### src/rtl/bounce_gen_pkg.sv
// bounce_gen_pkg: shared types and default parameter values for the bounce
// stimulus generator, its testbench and any loopback top.
//   bg_state_t      - pattern FSM state encoding
//   *Def constants  - default MAX_BOUNCE / UNIT_W / SETTLE_W values
package bounce_gen_pkg;

    localparam int unsigned MaxBounceDef = 4;
    localparam int unsigned UnitWDef     = 8;
    localparam int unsigned SettleWDef   = 16;

    typedef enum logic [1:0] {
        StIdle,
        StActive,
        StGap,
        StSettle
    } bg_state_t;

endpackage

### src/rtl/bounce_gen_phase_timer.sv
// phase_timer: loadable down-counter that measures the length of one pattern
// phase.
//   clk_i       system clock
//   rst_ni      synchronous active-low reset
//   load_i      load a new phase length this cycle
//   load_val_i  phase length in cycles (must be >= 1)
//   zero_o      high during the final cycle of the current phase
module phase_timer #(
    parameter int unsigned W = 16
) (
    input  logic         clk_i,
    input  logic         rst_ni,
    input  logic         load_i,
    input  logic [W-1:0] load_val_i,
    output logic         zero_o
);

    logic [W-1:0] cnt_q;

    // Stored as length-1 so that zero_o marks the last cycle of the phase and the
    // next phase can be loaded on the same edge without a dead cycle.
    always_ff @(posedge clk_i) begin
        if (!rst_ni) begin
            cnt_q <= '0;
        end else if (load_i) begin
            cnt_q <= load_val_i - W'(1);
        end else if (cnt_q != '0) begin
            cnt_q <= cnt_q - W'(1);
        end
    end

    assign zero_o = (cnt_q == '0);

endmodule

### src/rtl/bounce_gen.sv
// bounce_gen: on request, drives btn_out through k = 1..n bounces (level for
// k*unit cycles, then ~level for unit cycles), then holds level for settle
// cycles and pulses done.
//   clk, rst         clock, synchronous active-low reset
//   start            request, sampled only while idle
//   level            target settled level
//   n_bounce         bounce count (clamped to MAX_BOUNCE)
//   unit, settle     bounce unit and settle lengths (0 treated as 1)
//   btn_out          emulated button output
//   busy, done       pattern in progress / one-cycle completion pulse
module bounce_gen
    import bounce_gen_pkg::*;
#(
    parameter int unsigned MAX_BOUNCE = MaxBounceDef,
    parameter int unsigned UNIT_W     = UnitWDef,
    parameter int unsigned SETTLE_W   = SettleWDef
) (
    input  logic                              clk,
    input  logic                              rst,
    input  logic                              start,
    input  logic                              level,
    input  logic [$clog2(MAX_BOUNCE+1)-1:0]   n_bounce,
    input  logic [UNIT_W-1:0]                 unit,
    input  logic [SETTLE_W-1:0]               settle,
    output logic                              btn_out,
    output logic                              busy,
    output logic                              done
);

    localparam int unsigned NW     = $clog2(MAX_BOUNCE + 1);
    // Wide enough for MAX_BOUNCE * (2^UNIT_W - 1).
    localparam int unsigned PhaseW = UNIT_W + NW;
    // The same timer also measures the settle phase.
    localparam int unsigned TimerW = (PhaseW > SETTLE_W) ? PhaseW : SETTLE_W;

    bg_state_t             state_q;
    logic                  btn_out_q, busy_q, done_q;
    logic                  level_q;
    logic [NW-1:0]         n_q, k_q;
    logic [UNIT_W-1:0]     unit_q;
    logic [SETTLE_W-1:0]   settle_q;
    logic [PhaseW-1:0]     kunit_q;

    logic [NW-1:0]         n_adj;
    logic [UNIT_W-1:0]     unit_adj;
    logic [SETTLE_W-1:0]   settle_adj;
    logic [PhaseW-1:0]     kunit_next;
    logic                  tmr_load, tmr_zero;
    logic [TimerW-1:0]     tmr_val;

    assign n_adj      = (n_bounce > NW'(MAX_BOUNCE)) ? NW'(MAX_BOUNCE) : n_bounce;
    assign unit_adj   = (unit == '0) ? UNIT_W'(1) : unit;
    assign settle_adj = (settle == '0) ? SETTLE_W'(1) : settle;
    // k*unit is built by accumulation as k steps up.
    assign kunit_next = kunit_q + PhaseW'(unit_q);

    // Timer load at every phase entry, with the length of the phase being entered.
    always_comb begin
        tmr_load = 1'b0;
        tmr_val  = '0;
        unique case (state_q)
            StIdle: begin
                if (start) begin
                    tmr_load = 1'b1;
                    tmr_val  = (n_adj != '0) ? TimerW'(unit_adj) : TimerW'(settle_adj);
                end
            end
            StActive: begin
                if (tmr_zero) begin
                    tmr_load = 1'b1;
                    tmr_val  = TimerW'(unit_q);
                end
            end
            StGap: begin
                if (tmr_zero) begin
                    tmr_load = 1'b1;
                    tmr_val  = (k_q < n_q) ? TimerW'(kunit_next) : TimerW'(settle_q);
                end
            end
            StSettle: begin
                tmr_load = 1'b0;
            end
            default: begin
                tmr_load = 1'b0;
            end
        endcase
    end

    phase_timer #(
        .W (TimerW)
    ) u_phase_timer (
        .clk_i      (clk),
        .rst_ni     (rst),
        .load_i     (tmr_load),
        .load_val_i (tmr_val),
        .zero_o     (tmr_zero)
    );

    // Outputs are registered from the current state, so each phase shows on
    // btn_out one edge after the state enters it.
    always_ff @(posedge clk) begin
        if (!rst) begin
            state_q   <= StIdle;
            btn_out_q <= 1'b0;
            busy_q    <= 1'b0;
            done_q    <= 1'b0;
            level_q   <= 1'b0;
            n_q       <= '0;
            k_q       <= '0;
            unit_q    <= '0;
            settle_q  <= '0;
            kunit_q   <= '0;
        end else begin
            busy_q <= (state_q != StIdle);
            // First idle cycle after a pattern.
            done_q <= (state_q == StIdle) && busy_q;
            unique case (state_q)
                StIdle: begin
                    if (start) begin
                        level_q  <= level;
                        n_q      <= n_adj;
                        unit_q   <= unit_adj;
                        settle_q <= settle_adj;
                        k_q      <= NW'(1);
                        kunit_q  <= PhaseW'(unit_adj);
                        state_q  <= (n_adj != '0) ? StActive : StSettle;
                    end
                end
                StActive: begin
                    btn_out_q <= level_q;
                    if (tmr_zero) state_q <= StGap;
                end
                StGap: begin
                    btn_out_q <= ~level_q;
                    if (tmr_zero) begin
                        if (k_q < n_q) begin
                            k_q     <= k_q + NW'(1);
                            kunit_q <= kunit_next;
                            state_q <= StActive;
                        end else begin
                            state_q <= StSettle;
                        end
                    end
                end
                StSettle: begin
                    btn_out_q <= level_q;
                    if (tmr_zero) state_q <= StIdle;
                end
                default: state_q <= StIdle;
            endcase
        end
    end

    assign btn_out = btn_out_q;
    assign busy    = busy_q;
    assign done    = done_q;

endmodule

### config.mk
export PLATFORM = sky130hd
export DESIGN_NAME = bounce_gen
export DESIGN_NICKNAME = d
export VERILOG_FILES = /design/src/rtl/bounce_gen_pkg.sv /design/src/rtl/bounce_gen_phase_timer.sv /design/src/rtl/bounce_gen.sv
export SDC_FILE = /design/constraint.sdc
export NUM_CORES = 1
export LEC_CHECK = 0
export ABC_AREA = 1
export BUFFER_PORTS_ARGS = -buffer_cell sky130_fd_sc_hd__buf_4
export CAP_MARGIN = 20
export CORE_AREA = 5 5 103 81
export DETAILED_ROUTE_END_ITERATION = 12
export DIE_AREA = 0 0 108 86
export PLACE_DENSITY = 0.79
export SLEW_MARGIN = 15
export SYNTH_ARGS = -nofsm -noshare
export SYNTH_HDL_FRONTEND = slang
export SYNTH_SLANG_ARGS = --single-unit
### constraint.sdc
create_clock -name clk -period 3.2 [get_ports clk]
set_input_delay 0.16 -clock clk [delete_from_list [all_inputs] [get_ports clk]]
set_output_delay 0.16 -clock clk [all_outputs]
set_load 0.1 [all_outputs]
-- Word level (Yosys, flattened, before mapping)
Cells that the tools add are included.
- logic and storage cells: 72
- output and inout port bits: 3
- input port bits: 31
- register bits after elaboration: 63
- magnitude comparators: 2
- reduce and logical (&&, ||, !) cells: 16
- eq/ne operators: 8
- mux-type cells: 30
- bitwise gates (word level): 1
- add/subtract/negate cells: 4
- operators with widths (operator ; count):
    $mux W16 ; 7
    $pmux W16 S3 ; 1
    $mux W11 ; 3
    $logic_not A16 Y1 ; 2
    $sub A16 B1 Y16 const B ; 2
    $pmux W11 S2 ; 1
    $mux W8 ; 2
    $reduce_bool A16 Y1 ; 1
    $mux W2 ; 6
    $mux W3 ; 4
    $add A11 B8 Y11 ; 1
    $ne A2 B2 Y1 const B ; 5
    $logic_not A8 Y1 ; 1
    $pmux W2 S4 ; 1
    $reduce_and A4 Y1 ; 2
    $reduce_bool A2 Y1 ; 4
    $pmux W3 S2 ; 1
    $eq A2 B2 Y1 const B ; 2
    $reduce_or A2 Y1 ; 2
    $add A3 B1 Y3 const B ; 1
    $gt A3 B3 Y1 const B ; 1
    $lt A3 B3 Y1 ; 1
    $pmux W1 S3 ; 1
    $reduce_bool A3 Y1 ; 1
    7 further kinds ; 8

-- Depth between registers and ports, before layout
Gate-level depths: netlist of run 1.
- depth after elaboration: 8
- depth in mapped cells: 24
- mapped depth without buffers: 24

-- By module
Synthesis of run 1 repeated with hierarchy kept, for this count alone.
- cells, all modules: 694
- area, all modules: 4272.8 um^2
- by module, submodules not included (module ; area each (um^2) ; cells an instance ; times used ; sequential area each (um^2)):
    bounce_gen ; 3170.5 ; 500 ; 1 ; 940.9
    phase_timer ; 1102.3 ; 194 ; 1 ; 320.3

-- Least setup slack after synthesis of run 1
Ideal clock, no wire load.
- kind: reg-to-reg
- start point: reg n_q[2]
- end point: reg u_phase_timer.cnt_q[14]
- library setup time: 0.126 ns
- stages on the path, launching flop included: 24
- path buffers: 0
- data arrival time: 2.266 ns
- period minus slack after synthesis: 2.391 ns
- required time: 3.074 ns
- slack: 0.809 ns
- cell sequence: dfxtp_1 inv_1 ha_1 nand2_1 inv_1 nand2_1 nand3_4 o21ai_0 o22ai_1 nand2_1 nand2_1 nand2_1 nand2_1 inv_1 ha_1 nand3_2 nor2_2 nand2_2 nor2_2 nand2_1 nand2_1 nand2_1 nand2_1 nor2_2
- word-level cells in the longest chain between the ends: 6
- RTL lines (element ; line ; RTL):
    start: declaration ; bounce_gen.sv:39 ; logic [NW-1:0] n_q, k_q;
    start signal: assignment ; bounce_gen.sv:121 ; n_q <= n_adj;
    $lt A3 B3 Y1 ; bounce_gen.sv:77 ; tmr_val = (k_q < n_q) ? TimerW'(kunit_next) : TimerW'(settle_q);
    $mux W16 ; bounce_gen.sv:77 ;
    $mux W16 ; bounce_gen.sv:75 ; if (tmr_zero) begin
    $pmux W16 S3 ; bounce_gen.sv:61 ; unique case (state_q)
    $sub A16 B1 Y16 ; bounce_gen_phase_timer.sv:26 ; cnt_q <= load_val_i - W'(1);
    $mux W16 ; bounce_gen_phase_timer.sv:25 ; end else if (load_i) begin
    end signal: assignment ; bounce_gen_phase_timer.sv:26 ;
    end signal: assignment ; bounce_gen_phase_timer.sv:28 ; cnt_q <= cnt_q - W'(1);
    end: declaration ; bounce_gen_phase_timer.sv:18 ; logic [W-1:0] cnt_q;
No other way between the ends.
A chain may end at the register's enable or synchronous reset.

-- Worst setup path in the final report of run 1
- start point: reg state_q[0]
- end point: reg u_phase_timer.cnt_q[10]
- word-level cells in the longest chain between the ends: 4
- elaborated cells on any way between the ends: 10
- those cells by class: add/sub (1); eq/ne (3); mux (3); reduce/logical (3)
- RTL lines (element ; line ; RTL):
    start: declaration ; bounce_gen.sv:36 ; bg_state_t state_q;
    start signal: assignment ; bounce_gen.sv:103 ; state_q <= StIdle;
    start signal: assignment ; bounce_gen.sv:126 ; state_q <= (n_adj != '0) ? StActive : StSettle;
    start signal: assignment ; bounce_gen.sv:131 ; if (tmr_zero) state_q <= StGap;
    $eq A2 B2 Y1, or another cell as far along ; bounce_gen.sv:61 ;
    $pmux W16 S3 / $reduce_or A2 Y1 (equally long branches) ; - ;
    $sub A16 B1 Y16 / $pmux W1 S3 (equally long branches) ; bounce_gen_phase_timer.sv:26, bounce_gen.sv:61 ;
    $mux W16 / $reduce_bool A2 Y1 (equally long branches) ; - ;
Parallel ways exist; a longest one is shown, timed or not.

==> results of run 1 <==
## power breakdown
part	switching [W]	total, W	internal [W]
Combinational	0.00181	0.00263	0.000822
Sequential	0.000151	0.00117	0.00102
Clock	0.000332	0.000892	0.000560
Total	0.00229	0.00470	0.00240
## cell type report
type                    instances  area share
clock buffers                  11      0.0316
clock inverters                 5      0.0216
inverters                      90      0.0704
multi-input cells             484       0.525
flip-flops and latches         63       0.263
well taps                     101      0.0263
repair buffers                 39      0.0626
## per-layer routing
layer / vias up / share of wire / global-route usage
met1: 2011 / 0.47 / 0.363
met5: - / 0 / 0
met3: 21 / 0.067 / 0.0474
li1: 2177 / - / -
met2: 169 / 0.44 / 0.416
met4: 0 / 0.016 / 0.0791
## through the flow
step / std cells / total power, W
after global routing: 793 / 0.00510
after floorplan: 658 / 0.00322
after global placement: 776 / 0.00367
final: 793 / 0.00470
after CTS: 792 / 0.00466
after detailed placement: 776 / 0.00376
## flip-flops by register name, summed over array words and instances (netlist names)
register / flops
settle_q: 16
u_phase_timer.cnt_q: 16
kunit_q: 11
unit_q: 8
k_q: 3
n_q: 3
state_q: 2
btn_out: 1
busy: 1
done: 1
level_q: 1
## kinds of logic (layout without fill, tap and decap cells)
| logic type | Yosys count | after routing | share of synthesized area |
|---|---|---|---|
| adders and majority gates | 18 | 18 | 0.0552 |
| AOI/OAI and AO/OA | 118 | 118 | 0.154 |
| DFF | 63 | 63 | 0.299 |
| buffers and inverters | 111 | 145 | 0.105 |
| xor gates and xnor gates | 2 | 2 | 0.00415 |
| and+or+nand+nor | 346 | 346 | 0.383 |
## worst paths after layout
| path | endpoint | cells after the start | slack [ns] |
|---|---|---|---|
| min reg2reg | done | 2 | 0.45 |
| min | unit_q[3] | 3 | 0.09 |
| max reg2reg | u_phase_timer.cnt_q[10] | 17 | 0.34 |
| max | u_phase_timer.cnt_q[10] | 17 | 0.34 |
## placed cells by master, fill, tap and decap left out, types with 2 or more instances in the layout
cell type | Yosys | routed
sky130_fd_sc_hd__a211oi_1 | 2 | 2
sky130_fd_sc_hd__a21o_1 | 2 | 2
sky130_fd_sc_hd__a21oi_1 | 58 | 58
sky130_fd_sc_hd__a31oi_1 | 10 | 10
sky130_fd_sc_hd__buf_4 | 2 | 38
sky130_fd_sc_hd__bufinv_16 | 0 | 3
sky130_fd_sc_hd__clkbuf_8 | 0 | 11
sky130_fd_sc_hd__clkinv_1 | 2 | 2
sky130_fd_sc_hd__dfxtp_1 | 63 | 63
sky130_fd_sc_hd__ha_1 | 17 | 16
sky130_fd_sc_hd__inv_1 | 78 | 78
sky130_fd_sc_hd__inv_2 | 10 | 10
sky130_fd_sc_hd__nand2_1 | 182 | 182
sky130_fd_sc_hd__nand2_2 | 15 | 15
sky130_fd_sc_hd__nand2_4 | 3 | 3
sky130_fd_sc_hd__nand3_1 | 50 | 50
sky130_fd_sc_hd__nand3_2 | 3 | 3
sky130_fd_sc_hd__nand3b_1 | 2 | 2
sky130_fd_sc_hd__nand4_1 | 9 | 9
sky130_fd_sc_hd__nor2_1 | 54 | 54
sky130_fd_sc_hd__nor2_2 | 11 | 11
sky130_fd_sc_hd__nor2_4 | 6 | 6
sky130_fd_sc_hd__nor3_1 | 4 | 4
sky130_fd_sc_hd__o211ai_1 | 2 | 2
sky130_fd_sc_hd__o21ai_0 | 35 | 35
sky130_fd_sc_hd__o21ai_1 | 3 | 3
sky130_fd_sc_hd__xor2_1 | 2 | 2
## repair_timing
item / CTS / global route
setup endpoints to repair: 0 / 1
gates resized for setup: 0 / 1
endpoints found under the hold margin: 0 / 0
hold buffers: 0 / 0
## worst max-delay path, stage by stage, from the launching register on
cell and delay (ns):
sky130_fd_sc_hd__dfxtp_1 0.34, sky130_fd_sc_hd__inv_1 0.13, sky130_fd_sc_hd__ha_1 0.34, sky130_fd_sc_hd__nand2_2 0.28, sky130_fd_sc_hd__nand2_4 0.21, sky130_fd_sc_hd__inv_2 0.15, sky130_fd_sc_hd__nand2_1 0.09, sky130_fd_sc_hd__nand2_1 0.10
sky130_fd_sc_hd__inv_1 0.08, sky130_fd_sc_hd__ha_1 0.17, sky130_fd_sc_hd__nand3_2 0.10, sky130_fd_sc_hd__nor2_2 0.17, sky130_fd_sc_hd__nand2_2 0.11, sky130_fd_sc_hd__nor2_4 0.20, sky130_fd_sc_hd__nand3_1 0.10, sky130_fd_sc_hd__nand2_1 0.07
sky130_fd_sc_hd__nor2_1 0.05, sky130_fd_sc_hd__nor2_1 0.08
==> reports/summary.json, run 1 <==
{
  "crit_type": {"value": "flip-flop to flip-flop"},
  "initial_antenna_violation_count": {"value": 0},
  "worst_skew_pair.late_latency": {"value": 0.35, "unit": "ns"},
  "finalHoldViolations": {"value": 0},
  "route.final.wire_length": {"value": 11.6, "unit": "mm"},
  "worstMarginPinSlew": {"value": 0.526, "unit": "ns"},
  "post-route-util": {"value": 0.670},
  "cts_setup_buffers": {"value": 0},
  "hold_path_class": {"value": "input port to flip-flop"},
  "synth.yosys.warnings": {"value": 0},
  "finalInstanceArea": {"value": 4800, "unit": "um^2"},
  "yosysTopAreaCellShare": {"value": 0.299},
  "p_leak": {"value": 2.32, "unit": "nW"},
  "critPathCaptureType": {"value": "flip-flop"},
  "period_share": {"value": 0.895},
  "post_route_cells_drive_above_1_share": {"value": 0.162},
  "syn_area_per_cell": {"value": 6.41, "unit": "um^2"},
  "critical_path_peak_fanout": {"value": 13},
  "fmaxAchievable": {"value": 349, "unit": "MHz"},
  "setup_violations": {"value": 0},
  "via_count": {"value": 4378},
  "hold_ws": {"value": 0.0878, "unit": "ns"},
  "die_height": {"value": 86, "unit": "um"},
  "dp_hpwl": {"value": 8.68, "unit": "mm"},
  "max-vdd-ir-drop": {"value": 0.476, "unit": "mV"},
  "setup.worst_path.start": {"value": "state_q[0]"},
  "postSynth.topFlopCell": {"value": "sky130_fd_sc_hd__dfxtp_1"},
  "syn-instance-count": {"value": 658},
  "cts_root_buf": {"value": "sky130_fd_sc_hd__clkbuf_8"},
  "post_detailed_placement_cell_area": {"value": 4520, "unit": "um^2"},
  "grt_pass1_vias": {"value": 4187},
  "first_pass_grt_wire_length": {"value": 19.4, "unit": "mm"},
  "synth.most_common_cell": {"value": "sky130_fd_sc_hd__nand2_1"},
  "netlist_area": {"value": 4220, "unit": "um^2"},
  "cts-buffers-inserted": {"value": 9},
  "tritoncts": {"value": "done"},
  "fp.coreArea": {"value": 7160, "unit": "um^2"},
  "grt_usage": {"value": 0.262},
  "tritoncts_num_sinks": {"value": 63},
  "required": {"value": 3.47, "unit": "ns"},
  "r2r-start": {"value": "state_q[0]"},
  "post_synth_most_frequent_cells": {"value": "sky130_fd_sc_hd__nand2_1 (182), sky130_fd_sc_hd__inv_1 (78), sky130_fd_sc_hd__dfxtp_1 (63), sky130_fd_sc_hd__a21oi_1 (58), sky130_fd_sc_hd__nor2_1 (54)"},
  "worst_clock_skew": {"value": 0.00517, "unit": "ns"},
  "clkSlewWorstSetupHoldPaths": {"value": 0.07, "unit": "ns"},
  "fin_ws": {"value": 0.337, "unit": "ns"},
  "final_weighted_congestion_in_routability_driven_placement": {"value": 0.871},
  "sequential_cell_area": {"value": 1260, "unit": "um^2"},
  "std_cell_rows": {"value": 27},
  "final-max-slew-violation-count": {"value": 0},
  "postSynthRegisterBits": {"value": 63},
  "synth-edff-count": {"value": 0},
  "htree_levels": {"value": 3},
  "run_status": {"value": "complete, no violations"},
  "grt_overflow": {"value": 0},
  "synth_top_cell_by_area": {"value": "sky130_fd_sc_hd__dfxtp_1"},
  "worst_setup_path_start_kind": {"value": "flip-flop"},
  "n_fill_cell": {"value": 627},
  "area_delta_synth_final": {"value": 13.7, "unit": "%"},
  "totalNegativeSetupSlack": {"value": 0, "unit": "ns"},
  "antenna_cells_inserted": {"value": 0},
  "maxCapViolCount": {"value": 0},
  "arrival": {"value": 3.14, "unit": "ns"},
  "max-slew-margin-rel": {"value": 0.649},
  "seq_area_frac_synth": {"value": 0.299},
  "detail_route.drc_violations": {"value": 0},
  "p_per_area": {"value": 980, "unit": "nW/um^2"},
  "routed_wire_length_per_instance": {"value": 14.6, "unit": "um"},
  "pin_count_of_the_biggest_net_entering_global_routing": {"value": 31},
  "die-width": {"value": 108, "unit": "um"},
  "antenna_violating_nets_post_route": {"value": 0},
  "number_of_drc_markers_in_iteration_0": {"value": 393},
  "pre_cts_ws": {"value": 0.298, "unit": "ns"},
  "synthDistinctLibCells": {"value": 43},
  "port_buffers": {"value": 33},
  "synthTopCellsByArea": {"value": "sky130_fd_sc_hd__dfxtp_1 (30%), sky130_fd_sc_hd__nand2_1 (16%), sky130_fd_sc_hd__inv_1 (6.9%)"},
  "drt_first_pass_iters": {"value": 5},
  "min_clock_period_post_route": {"value": 2.86, "unit": "ns"},
  "postSynthNetCount": {"value": 707},
  "detail_route.vias_per_cell": {"value": 5.52},
  "initial_core_utilization": {"value": 0.589},
  "boundaryPins": {"value": 34},
  "unrepaired_setup_endpoints_after_global_routing": {"value": "no"},
  "clk_path_buf_depth": {"value": 2},
  "timing.hold.worst.start": {"value": "unit[3]"},
  "multi_input_area": {"value": 2520, "unit": "um^2"},
  "async_flop_share": {"value": 0},
  "die_area": {"value": 9290, "unit": "um^2"},
  "fin_nets": {"value": 736}
}
(Power assumes the default switching activity.)
==> run 2: changes to the inputs <==
Settings changed: CORE_AREA 5 5 103 81 to 5 5 113 88, DIE_AREA 0 0 108 86 to 0 0 118 93, PLACE_DENSITY 0.79 to 0.67.
==> run 2 against run 1 <==
Effect of this change:
- cell count grew 1.4%
- via count shrank 3.2%
- cell area grew 1.2%
- global-route usage shrank 4.9 points
- flip-flop and latch count is the same
- highest routed layer unchanged
- power grew 2.2%
- clock power grew 13%
- register-to-register slack gained 0.04 ns
- count of clock-buffer cells in the layout grew 2
==> reports/summary.json, run 2 (same netlist as run 1, synthesis figures left out) <==
{
  "antenna_violating_nets_post_route": {"value": 0, "change": "unchanged"},
  "worst_clock_skew": {"value": 0.00525, "unit": "ns", "change": "was 0.00517 ns"},
  "cts_root_buf": {"value": "sky130_fd_sc_hd__clkbuf_16", "change": "was sky130_fd_sc_hd__clkbuf_8"},
  "grt_overflow": {"value": 0, "change": "unchanged"},
  "cts-resized-gates": {"value": 0, "change": "unchanged"},
  "std_cell_rows": {"value": 30, "change": "was 27"},
  "layout.cells.most_common_list": {"value": "sky130_fd_sc_hd__nand2_1 (182), sky130_fd_sc_hd__inv_1 (78), sky130_fd_sc_hd__dfxtp_1 (63)", "change": "unchanged"},
  "worstHoldPathCells": {"value": 3, "change": "unchanged"},
  "tritoncts": {"value": "done", "change": "unchanged"},
  "critical_path.most_common_cell": {"value": "sky130_fd_sc_hd__nand2_1", "change": "unchanged"},
  "crit_path_cell_trace": {"value": "inv_1 > ha_1 > inv_1 > nor2_4 > nand2_1 > nand2_1 > nand2_1 > nand3_1 > nand2_1 > nand2_1 > inv_1 > ha_1 > nand3_2 > nor2_2 > nand2_2 > nor2_4 > nand3_1 > nand2_1 > nor2_1 > nor2_1", "change": "was inv_1 > ha_1 > nand2_2 > nand2_4 > inv_2 > nand2_1 > nand2_1 > inv_1 > ha_1 > nand3_2 > nor2_2 > nand2_2 > nor2_4 > nand3_1 > nand2_1 > nor2_1 > nor2_1"},
  "fin_nets": {"value": 736, "change": "unchanged"},
  "number_of_drc_markers_in_iteration_0": {"value": 307, "change": "was 393"},
  "area_delta_synth_final": {"value": 15.1, "unit": "%", "change": "was 13.7%"},
  "worst_setup_path_start_kind": {"value": "flip-flop", "change": "unchanged"},
  "unrepaired_setup_endpoints_after_global_routing": {"value": "no", "change": "unchanged"},
  "tritoncts_num_sinks": {"value": 63, "change": "unchanged"},
  "crit_type": {"value": "flip-flop to flip-flop", "change": "unchanged"},
  "p_total": {"value": 0.00480, "unit": "W", "change": "was 0.00470 W"},
  "fmaxAchievable": {"value": 354, "unit": "MHz", "change": "was 349 MHz"},
  "dp_hpwl": {"value": 8.87, "unit": "mm", "change": "was 8.68 mm"},
  "p_leak": {"value": 2.35, "unit": "nW", "change": "was 2.32 nW"},
  "clkSlewWorstSetupHoldPaths": {"value": 0.05, "unit": "ns", "change": "was 0.07 ns"},
  "sequential_cell_area": {"value": 1260, "unit": "um^2", "change": "unchanged"},
  "grt_usage": {"value": 0.213, "change": "was 0.262"},
  "antenna_cells_inserted": {"value": 0, "change": "unchanged"},
  "final_weighted_congestion_in_routability_driven_placement": {"value": 0.897, "change": "was 0.871"},
  "critical_path_peak_fanout": {"value": 17, "change": "was 13"},
  "final-max-slew-violation-count": {"value": 0, "change": "unchanged"},
  "timing.critical_path.slowest_cell_delay": {"value": 0.58, "unit": "ns", "change": "was 0.34 ns"},
  "worstMarginPinSlew": {"value": 1.09, "unit": "ns", "change": "was 0.526 ns"},
  "finalInstanceArea": {"value": 4860, "unit": "um^2", "change": "was 4800 um^2"},
  "detail_route.drc_violations": {"value": 0, "change": "unchanged"},
  "setup_violations": {"value": 0, "change": "unchanged"},
  "drt_first_pass_iters": {"value": 5, "change": "unchanged"},
  "initial_core_utilization": {"value": 0.480, "change": "was 0.589"},
  "initial_antenna_violation_count": {"value": 0, "change": "unchanged"},
  "rr_worst_depth": {"value": 20, "change": "was 17"},
  "critPathCaptureType": {"value": "flip-flop", "change": "unchanged"},
  "htree_levels": {"value": 3, "change": "unchanged"},
  "pin_count_of_the_biggest_net_entering_global_routing": {"value": 31, "change": "unchanged"},
  "multi_input_area": {"value": 2510, "unit": "um^2", "change": "was 2520 um^2"},
  "port_buffers": {"value": 33, "change": "unchanged"},
  "die-width": {"value": 118, "unit": "um", "change": "was 108 um"},
  "period_share": {"value": 0.882, "change": "was 0.895"},
  "grt_pass1_vias": {"value": 3870, "change": "was 4187"},
  "final_common_cell": {"value": "sky130_fd_sc_hd__nand2_1", "change": "unchanged"},
  "post-route-util": {"value": 0.553, "change": "was 0.670"},
  "first_pass_grt_wire_length": {"value": 19.1, "unit": "mm", "change": "was 19.4 mm"},
  "pre_cts_ws": {"value": 0.409, "unit": "ns", "change": "was 0.298 ns"},
  "finalHoldViolations": {"value": 0, "change": "unchanged"},
  "worst_skew_pair.late_latency": {"value": 0.33, "unit": "ns", "change": "was 0.35 ns"},
  "hold_path_class": {"value": "input port to flip-flop", "change": "unchanged"},
  "arrival": {"value": 3.02, "unit": "ns", "change": "was 3.14 ns"},
  "post_route_cells_drive_above_1_share": {"value": 0.159, "change": "was 0.162"},
  "fp.coreArea": {"value": 8780, "unit": "um^2", "change": "was 7160 um^2"},
  "p_per_area": {"value": 989, "unit": "nW/um^2", "change": "was 980 nW/um^2"},
  "cts-buffers-inserted": {"value": 9, "change": "unchanged"},
  "max-slew-margin-rel": {"value": 0.274, "change": "was 0.649"},
  "crit_slowest_cell": {"value": "sky130_fd_sc_hd__ha_1", "change": "was sky130_fd_sc_hd__dfxtp_1"},
  "fin_ws": {"value": 0.377, "unit": "ns", "change": "was 0.337 ns"},
  "clk_path_buf_depth": {"value": 2, "change": "unchanged"},
  "max-vdd-ir-drop": {"value": 0.502, "unit": "mV", "change": "was 0.476 mV"},
  "min_clock_period_post_route": {"value": 2.82, "unit": "ns", "change": "was 2.86 ns"},
  "n_fill_cell": {"value": 880, "change": "was 627"},
  "totalNegativeSetupSlack": {"value": 0, "unit": "ns", "change": "unchanged"},
  "boundaryPins": {"value": 34, "change": "unchanged"},
  "die_area": {"value": 11000, "unit": "um^2", "change": "was 9290 um^2"},
  "ctsHoldBuffers": {"value": 0, "change": "unchanged"},
  "top_registers": {"value": "settle_q x16, u_phase_timer.cnt_q x16, kunit_q x11", "change": "unchanged"},
  "reg2reg_slack": {"value": 0.38, "unit": "ns", "change": "was 0.34 ns"},
  "maxCapViolCount": {"value": 0, "change": "unchanged"},
  "route.final.wire_length": {"value": 11.5, "unit": "mm", "change": "was 11.6 mm"},
  "detail_route.vias_per_cell": {"value": 5.27, "change": "was 5.52"},
  "required": {"value": 3.40, "unit": "ns", "change": "was 3.47 ns"},
  "post_detailed_placement_cell_area": {"value": 4550, "unit": "um^2", "change": "was 4520 um^2"},
  "cts_setup_buffers": {"value": 0, "change": "unchanged"},
  "die_height": {"value": 93, "unit": "um", "change": "was 86 um"},
  "routed_wire_length_per_instance": {"value": 14.3, "unit": "um", "change": "was 14.6 um"},
  "via_count": {"value": 4236, "change": "was 4378"},
  "run_status": {"value": "complete, no violations", "change": "unchanged"}
}
## run 2: worst max-delay path: cells and delay by family (launching register included)
kind                       cells  cell delay, ns
DFF                            1            0.33
and+or+nand+nor               15            1.20
buffers and inverters          3            0.35
adders and majority gates      2            0.80
## run 2: worst paths after layout
kind | start | end
hold reg to reg | busy | done
setup reg to reg | state_q[0] | u_phase_timer.cnt_q[10]
hold / removal | level | level_q
setup / recovery | state_q[0] | u_phase_timer.cnt_q[10]
## run 2: cell type report
class	instances	share of cell area
Inverter	90	0.0696
Multi-Input combinational cell	484	0.518
Sequential cell	63	0.260
Timing Repair Buffer	39	0.0603
Clock inverter	3	0.00825
Tap cell	112	0.0289
Clock buffer	13	0.0557
## run 2: through the flow
step	hold slack, ns	instances
finish	0.0859	804
global route	0.0938	804
CTS	0.0826	804
detailed placement	0.424	788
global placement	0.422	788
floorplan	0.308	658
## run 2: routing by layer
metal	GRT usage	wire, um
met1	0.314	5650
met2	0.319	4840
met3	0.0502	914
met4	0.0401	63
met5	0	0
## run 2: power breakdown
group          switching, W  internal (W)  total, W
Sequential         0.000153       0.00102   0.00118
Combinational       0.00179      0.000827   0.00262
Clock              0.000342      0.000664   0.00101
